File: src/rtl/j1_io_pkg.sv
// Shared constants and state types for the J1 I/O responder.
package j1_io_pkg;

    // One-hot address bits on io_addr.
    localparam int unsigned IO_LED_BIT       = 2;
    localparam int unsigned IO_UART_DATA_BIT = 12;
    localparam int unsigned IO_UART_STAT_BIT = 13;

    // STATUS register bit positions.
    localparam int unsigned STAT_TX_READY = 0;
    localparam int unsigned STAT_RX_VALID = 1;
    localparam int unsigned STAT_OVF      = 2;
    localparam int unsigned STAT_FERR     = 3;
    localparam int unsigned STAT_IRQ_EN   = 4;

    typedef enum logic [1:0] {
        TxIdle,
        TxStart,
        TxData,
        TxStop
    } tx_state_e;

    typedef enum logic [2:0] {
        RxIdle,
        RxStart,
        RxData,
        RxStop,
        RxWaitHigh
    } rx_state_e;

endpackage

File: src/rtl/j1_rx_fifo.sv
// Synchronous byte FIFO for received UART data with a sticky overflow flag.
module j1_rx_fifo #(
    parameter int unsigned Depth = 8
) (
    input  logic                     clk,
    input  logic                     reset,
    input  logic                     push_i,
    input  logic [7:0]               push_data_i,
    input  logic                     pop_i,
    input  logic                     ovf_clr_i,
    output logic [7:0]               head_o,
    output logic                     empty_o,
    output logic [$clog2(Depth):0]   count_o,
    output logic                     ovf_o
);

    localparam int unsigned AddrW = $clog2(Depth);

    logic [7:0]       mem_q [Depth];
    logic [AddrW-1:0] wr_ptr_q, rd_ptr_q;
    logic [AddrW:0]   count_q;
    logic             ovf_q;
    logic             full, empty, do_push, do_pop;

    assign empty   = (count_q == '0);
    assign full    = (count_q == (AddrW + 1)'(Depth));
    assign do_pop  = pop_i & ~empty;
    // A pop in the same cycle frees a slot, so a full FIFO still accepts the push.
    assign do_push = push_i & (~full | do_pop);

    assign head_o  = mem_q[rd_ptr_q];
    assign empty_o = empty;
    assign count_o = count_q;
    assign ovf_o   = ovf_q;

    // Pointers, occupancy and overflow flag.
    always_ff @(posedge clk) begin
        if (reset) begin
            wr_ptr_q <= '0;
            rd_ptr_q <= '0;
            count_q  <= '0;
            ovf_q    <= 1'b0;
        end else begin
            if (do_push) wr_ptr_q <= wr_ptr_q + AddrW'(1);
            if (do_pop)  rd_ptr_q <= rd_ptr_q + AddrW'(1);
            case ({do_push, do_pop})
                2'b10:   count_q <= count_q + (AddrW + 1)'(1);
                2'b01:   count_q <= count_q - (AddrW + 1)'(1);
                default: count_q <= count_q;
            endcase
            // A dropped byte wins over a clear in the same cycle.
            if (push_i & ~do_push) ovf_q <= 1'b1;
            else if (ovf_clr_i)    ovf_q <= 1'b0;
        end
    end

    // Storage array write port.
    always_ff @(posedge clk) begin
        if (do_push) mem_q[wr_ptr_q] <= push_data_i;
    end

endmodule

File: src/rtl/j1_uart_responder.sv
// J1 io_* bus responder: 8N1 UART with RX FIFO, LED register and level interrupt.
module j1_uart_responder
    import j1_io_pkg::*;
#(
    parameter int unsigned CLKS_PER_BIT = 868,
    parameter int unsigned RX_DEPTH     = 8
) (
    input  logic        clk,
    input  logic        reset,
    input  logic        io_rd,
    input  logic        io_wr,
    input  logic [15:0] io_addr,
    input  logic [15:0] io_dout,
    output logic [15:0] io_din,
    input  logic        uart_rxd,
    output logic        uart_txd,
    output logic        interrupt_request,
    output logic [3:0]  leds
);

    localparam int unsigned     CntW     = $clog2(CLKS_PER_BIT);
    localparam logic [CntW-1:0] BitLast  = CntW'(CLKS_PER_BIT - 1);
    localparam logic [CntW-1:0] HalfLast = CntW'(CLKS_PER_BIT / 2 - 1);

    logic sel_led, sel_data, sel_stat;
    assign sel_led  = io_addr[IO_LED_BIT];
    assign sel_data = io_addr[IO_UART_DATA_BIT];
    assign sel_stat = io_addr[IO_UART_STAT_BIT];

    logic unused_bits;
    assign unused_bits = ^{io_dout[15:8], io_addr[15:14], io_addr[11:3], io_addr[1:0]};

    logic [15:0] io_din_q, rd_data;
    logic [3:0]  leds_q;
    logic        irq_en_q, ferr_q, irq_q;

    logic        fifo_push, fifo_pop, fifo_empty, fifo_ovf;
    logic [7:0]  fifo_head;
    logic [$clog2(RX_DEPTH):0] fifo_count;
    logic        rx_valid;

    assign rx_valid = (fifo_count != '0);

    // ---------------- TX ----------------
    tx_state_e       tx_state_q, tx_state_d;
    logic [CntW-1:0] tx_cnt_q, tx_cnt_d;
    logic [2:0]      tx_bit_q, tx_bit_d;
    logic [7:0]      tx_shift_q, tx_shift_d;
    logic            txd_q, txd_d;
    logic            tx_ready, tx_start;

    assign tx_ready = (tx_state_q == TxIdle);
    assign tx_start = io_wr & sel_data & tx_ready;

    // TX next state: one bit period per state, data shifted out LSB first.
    always_comb begin
        tx_state_d = tx_state_q;
        tx_cnt_d   = tx_cnt_q + CntW'(1);
        tx_bit_d   = tx_bit_q;
        tx_shift_d = tx_shift_q;
        txd_d      = txd_q;
        unique case (tx_state_q)
            TxIdle: begin
                tx_cnt_d = '0;
                txd_d    = 1'b1;
                if (tx_start) begin
                    tx_state_d = TxStart;
                    tx_shift_d = io_dout[7:0];
                    txd_d      = 1'b0;
                end
            end
            TxStart: begin
                if (tx_cnt_q == BitLast) begin
                    tx_state_d = TxData;
                    tx_cnt_d   = '0;
                    tx_bit_d   = '0;
                    txd_d      = tx_shift_q[0];
                    tx_shift_d = {1'b0, tx_shift_q[7:1]};
                end
            end
            TxData: begin
                if (tx_cnt_q == BitLast) begin
                    tx_cnt_d = '0;
                    if (tx_bit_q == 3'd7) begin
                        tx_state_d = TxStop;
                        txd_d      = 1'b1;
                    end else begin
                        tx_bit_d   = tx_bit_q + 3'd1;
                        txd_d      = tx_shift_q[0];
                        tx_shift_d = {1'b0, tx_shift_q[7:1]};
                    end
                end
            end
            TxStop: begin
                if (tx_cnt_q == BitLast) begin
                    tx_state_d = TxIdle;
                    tx_cnt_d   = '0;
                end
            end
            default: tx_state_d = TxIdle;
        endcase
    end

    // TX state register.
    always_ff @(posedge clk) begin
        if (reset) begin
            tx_state_q <= TxIdle;
            tx_cnt_q   <= '0;
            tx_bit_q   <= '0;
            tx_shift_q <= '0;
            txd_q      <= 1'b1;
        end else begin
            tx_state_q <= tx_state_d;
            tx_cnt_q   <= tx_cnt_d;
            tx_bit_q   <= tx_bit_d;
            tx_shift_q <= tx_shift_d;
            txd_q      <= txd_d;
        end
    end

    // ---------------- RX ----------------
    rx_state_e       rx_state_q, rx_state_d;
    logic [CntW-1:0] rx_cnt_q, rx_cnt_d;
    logic [2:0]      rx_bit_q, rx_bit_d;
    logic [7:0]      rx_shift_q, rx_shift_d;
    logic            rx_meta_q, rx_sync_q, rx_prev_q;
    logic            rx_fall, ferr_set;

    assign rx_fall = rx_prev_q & ~rx_sync_q;

    // Two-flop synchronizer plus one delayed copy for edge detection.
    always_ff @(posedge clk) begin
        if (reset) begin
            rx_meta_q <= 1'b1;
            rx_sync_q <= 1'b1;
            rx_prev_q <= 1'b1;
        end else begin
            rx_meta_q <= uart_rxd;
            rx_sync_q <= rx_meta_q;
            rx_prev_q <= rx_sync_q;
        end
    end

    // RX next state: half-bit start check, then sample at full-bit spacing.
    always_comb begin
        rx_state_d = rx_state_q;
        rx_cnt_d   = rx_cnt_q + CntW'(1);
        rx_bit_d   = rx_bit_q;
        rx_shift_d = rx_shift_q;
        fifo_push  = 1'b0;
        ferr_set   = 1'b0;
        unique case (rx_state_q)
            RxIdle: begin
                rx_cnt_d = '0;
                if (rx_fall) rx_state_d = RxStart;
            end
            RxStart: begin
                if (rx_cnt_q == HalfLast) begin
                    rx_cnt_d   = '0;
                    rx_bit_d   = '0;
                    rx_state_d = rx_sync_q ? RxIdle : RxData;
                end
            end
            RxData: begin
                if (rx_cnt_q == BitLast) begin
                    rx_cnt_d   = '0;
                    rx_shift_d = {rx_sync_q, rx_shift_q[7:1]};
                    if (rx_bit_q == 3'd7) rx_state_d = RxStop;
                    else                  rx_bit_d   = rx_bit_q + 3'd1;
                end
            end
            RxStop: begin
                if (rx_cnt_q == BitLast) begin
                    rx_cnt_d = '0;
                    if (rx_sync_q) begin
                        fifo_push  = 1'b1;
                        rx_state_d = RxIdle;
                    end else begin
                        ferr_set   = 1'b1;
                        rx_state_d = RxWaitHigh;
                    end
                end
            end
            RxWaitHigh: begin
                rx_cnt_d = '0;
                if (rx_sync_q) rx_state_d = RxIdle;
            end
            default: rx_state_d = RxIdle;
        endcase
    end

    // RX state register.
    always_ff @(posedge clk) begin
        if (reset) begin
            rx_state_q <= RxIdle;
            rx_cnt_q   <= '0;
            rx_bit_q   <= '0;
            rx_shift_q <= '0;
        end else begin
            rx_state_q <= rx_state_d;
            rx_cnt_q   <= rx_cnt_d;
            rx_bit_q   <= rx_bit_d;
            rx_shift_q <= rx_shift_d;
        end
    end

    assign fifo_pop = io_rd & sel_data;

    j1_rx_fifo #(
        .Depth (RX_DEPTH)
    ) u_rx_fifo (
        .clk         (clk),
        .reset       (reset),
        .push_i      (fifo_push),
        .push_data_i (rx_shift_q),
        .pop_i       (fifo_pop),
        .ovf_clr_i   (io_wr & sel_stat & io_dout[STAT_OVF]),
        .head_o      (fifo_head),
        .empty_o     (fifo_empty),
        .count_o     (fifo_count),
        .ovf_o       (fifo_ovf)
    );

    // ---------------- Bus side ----------------
    // Read mux: selected sources are ORed; all values are pre-write state.
    always_comb begin
        rd_data = '0;
        if (sel_led)  rd_data = rd_data | {12'b0, leds_q};
        if (sel_data) rd_data = rd_data | {8'b0, (fifo_empty ? 8'h00 : fifo_head)};
        if (sel_stat) rd_data = rd_data | {11'b0, irq_en_q, ferr_q, fifo_ovf, rx_valid, tx_ready};
    end

    // Bus registers: read data, LEDs, irq enable, framing-error flag, interrupt.
    always_ff @(posedge clk) begin
        if (reset) begin
            io_din_q <= '0;
            leds_q   <= '0;
            irq_en_q <= 1'b0;
            ferr_q   <= 1'b0;
            irq_q    <= 1'b0;
        end else begin
            if (io_rd)           io_din_q <= rd_data;
            if (io_wr & sel_led) leds_q   <= io_dout[3:0];
            if (io_wr & sel_stat) irq_en_q <= io_dout[STAT_IRQ_EN];
            if (ferr_set)        ferr_q   <= 1'b1;
            else if (io_wr & sel_stat & io_dout[STAT_FERR]) ferr_q <= 1'b0;
            irq_q <= irq_en_q & rx_valid;
        end
    end

    assign io_din            = io_din_q;
    assign uart_txd          = txd_q;
    assign interrupt_request = irq_q;
    assign leds              = leds_q;

endmodule

File: config.mk
export PLATFORM = sky130hd
export DESIGN_NAME = j1_uart_responder
export DESIGN_NICKNAME = d
export VERILOG_FILES = /design/src/rtl/j1_io_pkg.sv /design/src/rtl/j1_rx_fifo.sv /design/src/rtl/j1_uart_responder.sv
export SDC_FILE = /design/constraint.sdc
export NUM_CORES = 1
export LEC_CHECK = 0
export ABC_CLOCK_PERIOD_IN_PS = 4900
export CAP_MARGIN = 20
export CORE_UTILIZATION = 45
export CTS_BUF_LIST = sky130_fd_sc_hd__clkbuf_8
export DETAILED_ROUTE_END_ITERATION = 10
export PLACE_DENSITY = 0.65
export SYNTH_ARGS = -nofsm -noshare
export SYNTH_HDL_FRONTEND = slang
export SYNTH_HIERARCHICAL = 1
export SYNTH_SLANG_ARGS = --single-unit
File: constraint.sdc
create_clock -name clk -period 4.9 [get_ports clk]
set_input_delay 0.49 -clock clk [delete_from_list [all_inputs] [get_ports clk]]
set_output_delay 0.49 -clock clk [all_outputs]
set_load 0.02 [all_outputs]
# After elaboration in Yosys (flattened, before gate mapping)
# Memory sizes are Yosys's and may differ from the RTL's. A register that Yosys moved wholly into a read port is not among the register bits.
# Cells that the tools add are included.
[totals] n_memories=1 regBits=85 word_cells=154 ramBits=64 input_bits=37 out_inout_bits=22
[memory_table] memory="u_rx_fifo.mem_q" words=8 word_bits=8 read_ports=1 rd_ports_with_merged_regs=1 wr=1 line="j1_rx_fifo.sv:19" source="logic [7:0] mem_q [Depth];"
[op_classes] reduce_logical=20 n_eq_ne=28 add_sub_neg=8 bitwise_logic=19 muxes=57
[op_table] cell="two-way mux 3 bit" count=15
[op_table] cell="two-way mux 8 bit" count=5
[op_table] cell="two-way mux 16 bit" count=2
[op_table] cell="two-way mux 10 bit" count=3
[op_table] cell="case mux 10 bit (3 select lines)" count=1
[op_table] cell="inequality test 2 bit, second input constant" count=12
[op_table] cell="case mux 8 bit (3 select lines)" count=1
[op_table] cell="adder 10 x 1 -> 10 bit, second input constant" count=2
[op_table] cell="equality test 10 bit, second input constant" count=2
[op_table] cell="case mux 10 bit (2 select lines)" count=1
[op_table] cell="two-way mux 1 bit" count=16
[op_table] cell="bitwise OR 16 x 5 -> 16 bit" count=1
[op_table] cell="bitwise OR 16 x 8 -> 16 bit" count=1
[op_table] cell="case mux 3 bit (5 select lines)" count=1
[op_table] cell="adder 3 x 1 -> 3 bit, second input constant" count=4
[op_table] cell="bitwise AND 1 bit" count=12
[op_table] cell="two-way mux 2 bit" count=6
[op_table] cell="case mux 3 bit (2 select lines)" count=2
[op_table] cell="equality test 10 x 9 -> 1 bit, second input constant" count=1
[op_table] cell="AND reduction 5 bit" count=2
[op_table] cell="nonzero test 2 bit" count=5
[op_table] cell="equality test 3 bit, second input constant" count=3
[op_table] cell="case mux 2 bit (4 select lines)" count=1
[op_table] cell="case mux 4 bit (2 select lines)" count=1
[op_table] cell="other kinds (23)" count=32

# Logic depth before layout (Yosys ltp)
[depth] depth_word=8 mapped_depth=14 mapped_depth_nobuf=11

# Modules after synthesis
# Netlist, hierarchy kept.
[by_module_without_submodules] module="j1_rx_fifo" seq_area_each_um2=2202.1 area_each_um2=3283.1 cells_per_inst=182 n_inst=1
[by_module_without_submodules] module="j1_uart_responder" seq_area_each_um2=1321.3 area_each_um2=3060.4 cells_per_inst=354 n_inst=1

# Worst setup path before layout
# No wires, ideal clock.
[synth_path] path_kind="reg-to-reg" from="register rx_cnt_q[0]" to="memory u_rx_fifo.mem_q[4][0], enable pin" setup_slack_ns=1.512 t_required_ns=4.517 t_arrival_ns=3.005 stages_incl_launch_ff=11 period_less_slack_ns=3.388 cell_sequence="dfxtp_1 -> ha_1 -> nor4bb_1 -> and3b_1 -> clkbuf_1 -> buf_2 -> nor3b_1 -> clkbuf_8 -> o21ai_4 -> or2_2 -> nor3_1"
[synth_via] elab_chain_len=6
[synth_rtl] item="start, declared" line="j1_uart_responder.sv:123" source="logic [CntW-1:0] rx_cnt_q, rx_cnt_d;"
[synth_rtl] item="start signal, assigned" line="j1_uart_responder.sv:201" source="rx_cnt_q <= rx_cnt_d;"
[synth_rtl] item="equality test 10 bit" line="j1_uart_responder.sv:173" source="if (rx_cnt_q == BitLast) begin"
[synth_rtl] item="two-way mux 1 bit" line="j1_uart_responder.sv:173"
[synth_rtl] item="two-way mux 1 bit" line="j1_uart_responder.sv:152" source="unique case (rx_state_q)"
[synth_rtl] item="named net fifo_push" line="j1_uart_responder.sv:37" source="logic fifo_push, fifo_pop, fifo_empty, fifo_ovf;"
[synth_rtl] item="bitwise AND 1 bit" line="j1_rx_fifo.sv:29" source="assign do_push = push_i & (~full | do_pop);"
[synth_rtl] item="two-way mux 1 bit" line="j1_rx_fifo.sv:59" source="if (do_push) mem_q[wr_ptr_q] <= push_data_i;"
[synth_rtl] item="two-way mux 1 bit (implied by the code)" line="j1_rx_fifo.sv:59"
[synth_rtl] item="end, declared" line="j1_rx_fifo.sv:19"
# The timed path passes the listed nets, and every way through them passes these cells.

# Worst setup path after layout
[layout_path] from="register rx_cnt_q[0]" to="memory u_rx_fifo.mem_q[7][0], enable pin"
# Same word-level chain as after synthesis.

==> key figures <==
Run status
  – Outcome: finished, final reports clean

Finish
  – Design area: 7070 um2
  – P&R area growth vs syn: 11.4%
  – Fillers: 1,207
  – ANT cells: 0
  – Layout cells sized above 1: 0.124
  – NumNets Final: 613

Power and ir drop
  – Leak pwr: 2.47 nW
  – P_sw: 747 uW
  – Clock power share: 0.335
  – Sw frac: 0.281
  – Pwr dens: 376 nW/um2
  – Seq pwr share: 0.506
  – Logic gate share of total power: 0.160
  – P_int: 1.91 mW
  – Maximum vdd drop: 0.311 mV

Logic synthesis
  – Xor/xnor share of the synthesized area: 0.0318
  – Multiplexer share of the synthesized area: 0.105
  – Synth Flop Type: dfxtp_1
  – Commonest cells post-synth: 80 x dfxtp_1, 64 x edfxtp_1, 58 x nor2_1
  – Yosys reg bits: 144
  – Post-Synth Adder-Cell Area: 0.0327
  – Sequential area share after synthesis: 0.555
  – Post-Syn Area: 6340 um2
  – Synth top area share: 0.303
  – Cells after Synth: 536
  – Simple logic cell fraction of the synthesized area: 0.154
  – Netlist cell types: 67
  – Top cell type by total area after synthesis: edfxtp_1
  – Asr flop ratio synth: 0
  – Count leader, synth: dfxtp_1
  – Number of synthesized flops with an enable pin: 64
  – Leading post-synthesis cells by cell area: edfxtp_1 30%, dfxtp_1 25%, mux4_1 4.6%
  – Main combinational cell family by area after synthesis: simple AND/OR/NAND/NOR gates
  – Compound-Gate Fraction of Synth Area: 0.0748
  – Mean Syn Cell Area: 11.8 um2
  – Synth warn: 6

Job
  – Max_cap viols: 0

Setup path
  – Worst EP required: 4960 ps
  – Crit start category: flip-flop
  – Critical path class: reg2reg
  – Worst Path Arrival: 3760 ps
  – Crit path max fanout: 14
  – CP Capture Type: flip-flop

Detailed routing
  – Routed WL per cell: 15.5 um
  – Final wirelength: 11,600 um
  – # DRC: 0
  – Routed Antenna Nets: 0
  – DR pass1 iterations: 4
  – Vias/cell: 5.34
  – DR iter-0 viols: 204
  – Routed vias: 4,021

CTS
  – CTS tree: built
  – Root buf cell: clkbuf_8
  – Clk slew on worst S/H paths: 80 ps
  – H-Tree Depth: 4
  – Post-cts sizing count: 0
  – Worst-case clock buffer depth: 2
  – Number of post-CTS setup repair buffers: 0
  – # clock sinks: 144
  – CTS Buf Count: 17
  – CTS Hold Bufs: 0
  – Worst skew pair latency: 450 ps

Placed design
  – Placed Area: 6690 um2
  – Global placement routability congestion: 0.795
  – # port buffers: 29
  – DP HPWL: 7970 um
  – Dpl ws: 1160 ps

Floorplan
  – Initial core utilization: 0.459
  – Rows: 43
  – Core area: 13,800 um2
  – Die area: 14,600 um2
  – Die Width: 121 um
  – Die height: 121 um
  – # IOs: 59

Timing
  – Worst Skew: 13.9 ps
  – Final Hold Vio Count: 0
  – Final cycle utilization of the critical path: 0.755
  – Slew Limit Fails: 0
  – Max Fclk: 270 MHz
  – Relative slew slack: 0.357
  – Final hold slack: 417 ps
  – Setup ws final: 1200 ps
  – RSZ-0062 raised after global routing: false
  – Setup TNS: 0 ps
  – Worst Tran Pin Value: 959 ps
  – Post-route minimum period: 3700 ps
  – Setup-failing EPs final: 0

Min path
  – Worst Hold Class: reg2reg

Global routing
  – Initial antenna violation count: 0
  – First-pass GRT wire length: 19,100 um
  – GRT Util Overall: 0.171
  – Largest net degree at the start of global routing: 32
  – GR Overflow Total: 0
  – Vias in the first global route: 3,849
-- cells by family (layout without fill, tap and decap cells) --
family,count (synthesis),count (layout)
and+or+nand+nor,192,192
DFF,144,144
AOI/OAI and AO/OA,70,70
buffers and inverters,49,79
muxes,41,41
xor gates and xnor gates,23,23
adders and majority gates,16,16
other,1,8
-- routing by layer --
layer,vias to the layer above,part of all wire,track usage
li1,1986,-,-
met1,1956,0.48,0.220
met2,66,0.48,0.277
met3,13,0.038,0.0406
met4,0,0.011,0.0718
met5,-,0,0
-- registers in the layout, summed over array words and instances, names as in the netlist, 2 cells and up, named ones only --
signal              count
u_rx_fifo/wr_ptr_q      3
io_din                  8
rx_shift_q              8
u_rx_fifo/rd_ptr_q      3
u_rx_fifo/count_o       4
u_rx_fifo/mem_q        64
rx_bit_q                3
tx_shift_q              8
rx_cnt_q               10
leds                    4
tx_bit_q                3
tx_cnt_q               10
tx_state_q              2
rx_state_q              3
-- power groups by stage --
stage                     combinational [mW]  clock, mW  sequential, mW
after floorplan                        0.338          0            1.36
after global placement                 0.411          0            1.37
after detailed placement               0.426          0            1.37
after CTS                              0.428      0.910            1.34
after global routing                   0.477      0.956            1.35
final                                  0.424      0.888            1.34
-- metrics by stage --
| stage | instances | utilization | power [mW] |
|---|---|---|---|
| finish | 753 | 0.511 | 2.66 |
| global route | 753 | 0.511 | 2.79 |
| CTS | 753 | 0.511 | 2.68 |
| detailed placement | 721 | 0.484 | 1.80 |
| global placement | 721 | 0.484 | 1.78 |
| floorplan | 543 | - | 1.70 |
-- final timing paths --
kind | from | end | slack, ps | cells after the start
worst max-delay path | rx_cnt_q[0] | u_rx_fifo/mem_q[7][0] | 1200 | 8
worst min-delay path | rx_meta_q | rx_sync_q | 420 | 1
worst max register to register | rx_cnt_q[0] | u_rx_fifo/mem_q[7][0] | 1200 | 8
worst min register to register | rx_meta_q | rx_sync_q | 420 | 1
-- critical path, stage by stage, from the launching register on --
cell and delay (ps):
dfxtp_1 380, ha_1 210, nor4bb_1 470, and3b_1 560, nor3b_1 320, buf_4 240, o21ai_4 110, or2_2 320
nor2_1 710
-- final cells by class --
type | count | area [um2] | area share
sequential | 144 | 3520 | 0.498
timing repair buffer | 37 | 345 | 0.0488
clock buffer | 18 | 248 | 0.0350
tap | 180 | 225 | 0.0319
clock inverter | 14 | 130 | 0.0184
multi-input combinational | 350 | 2560 | 0.362
inverter | 10 | 37.5 | 0.00531
-- cell usage in the layout (no fill, tap or decap), types with 12 or more instances in the layout --
cell type        count
dfxtp_1             80
edfxtp_1            64
nor2_1              58
nand2_1             32
nand3_1             31
a21oi_1             31
clkdlybuf4s50_1     28
clkbuf_8            18
ha_1                15
nand2b_1            13
xnor2_1             13
mux2_2              13
mux2i_1             12
Power figures use the tool's default switching activity.
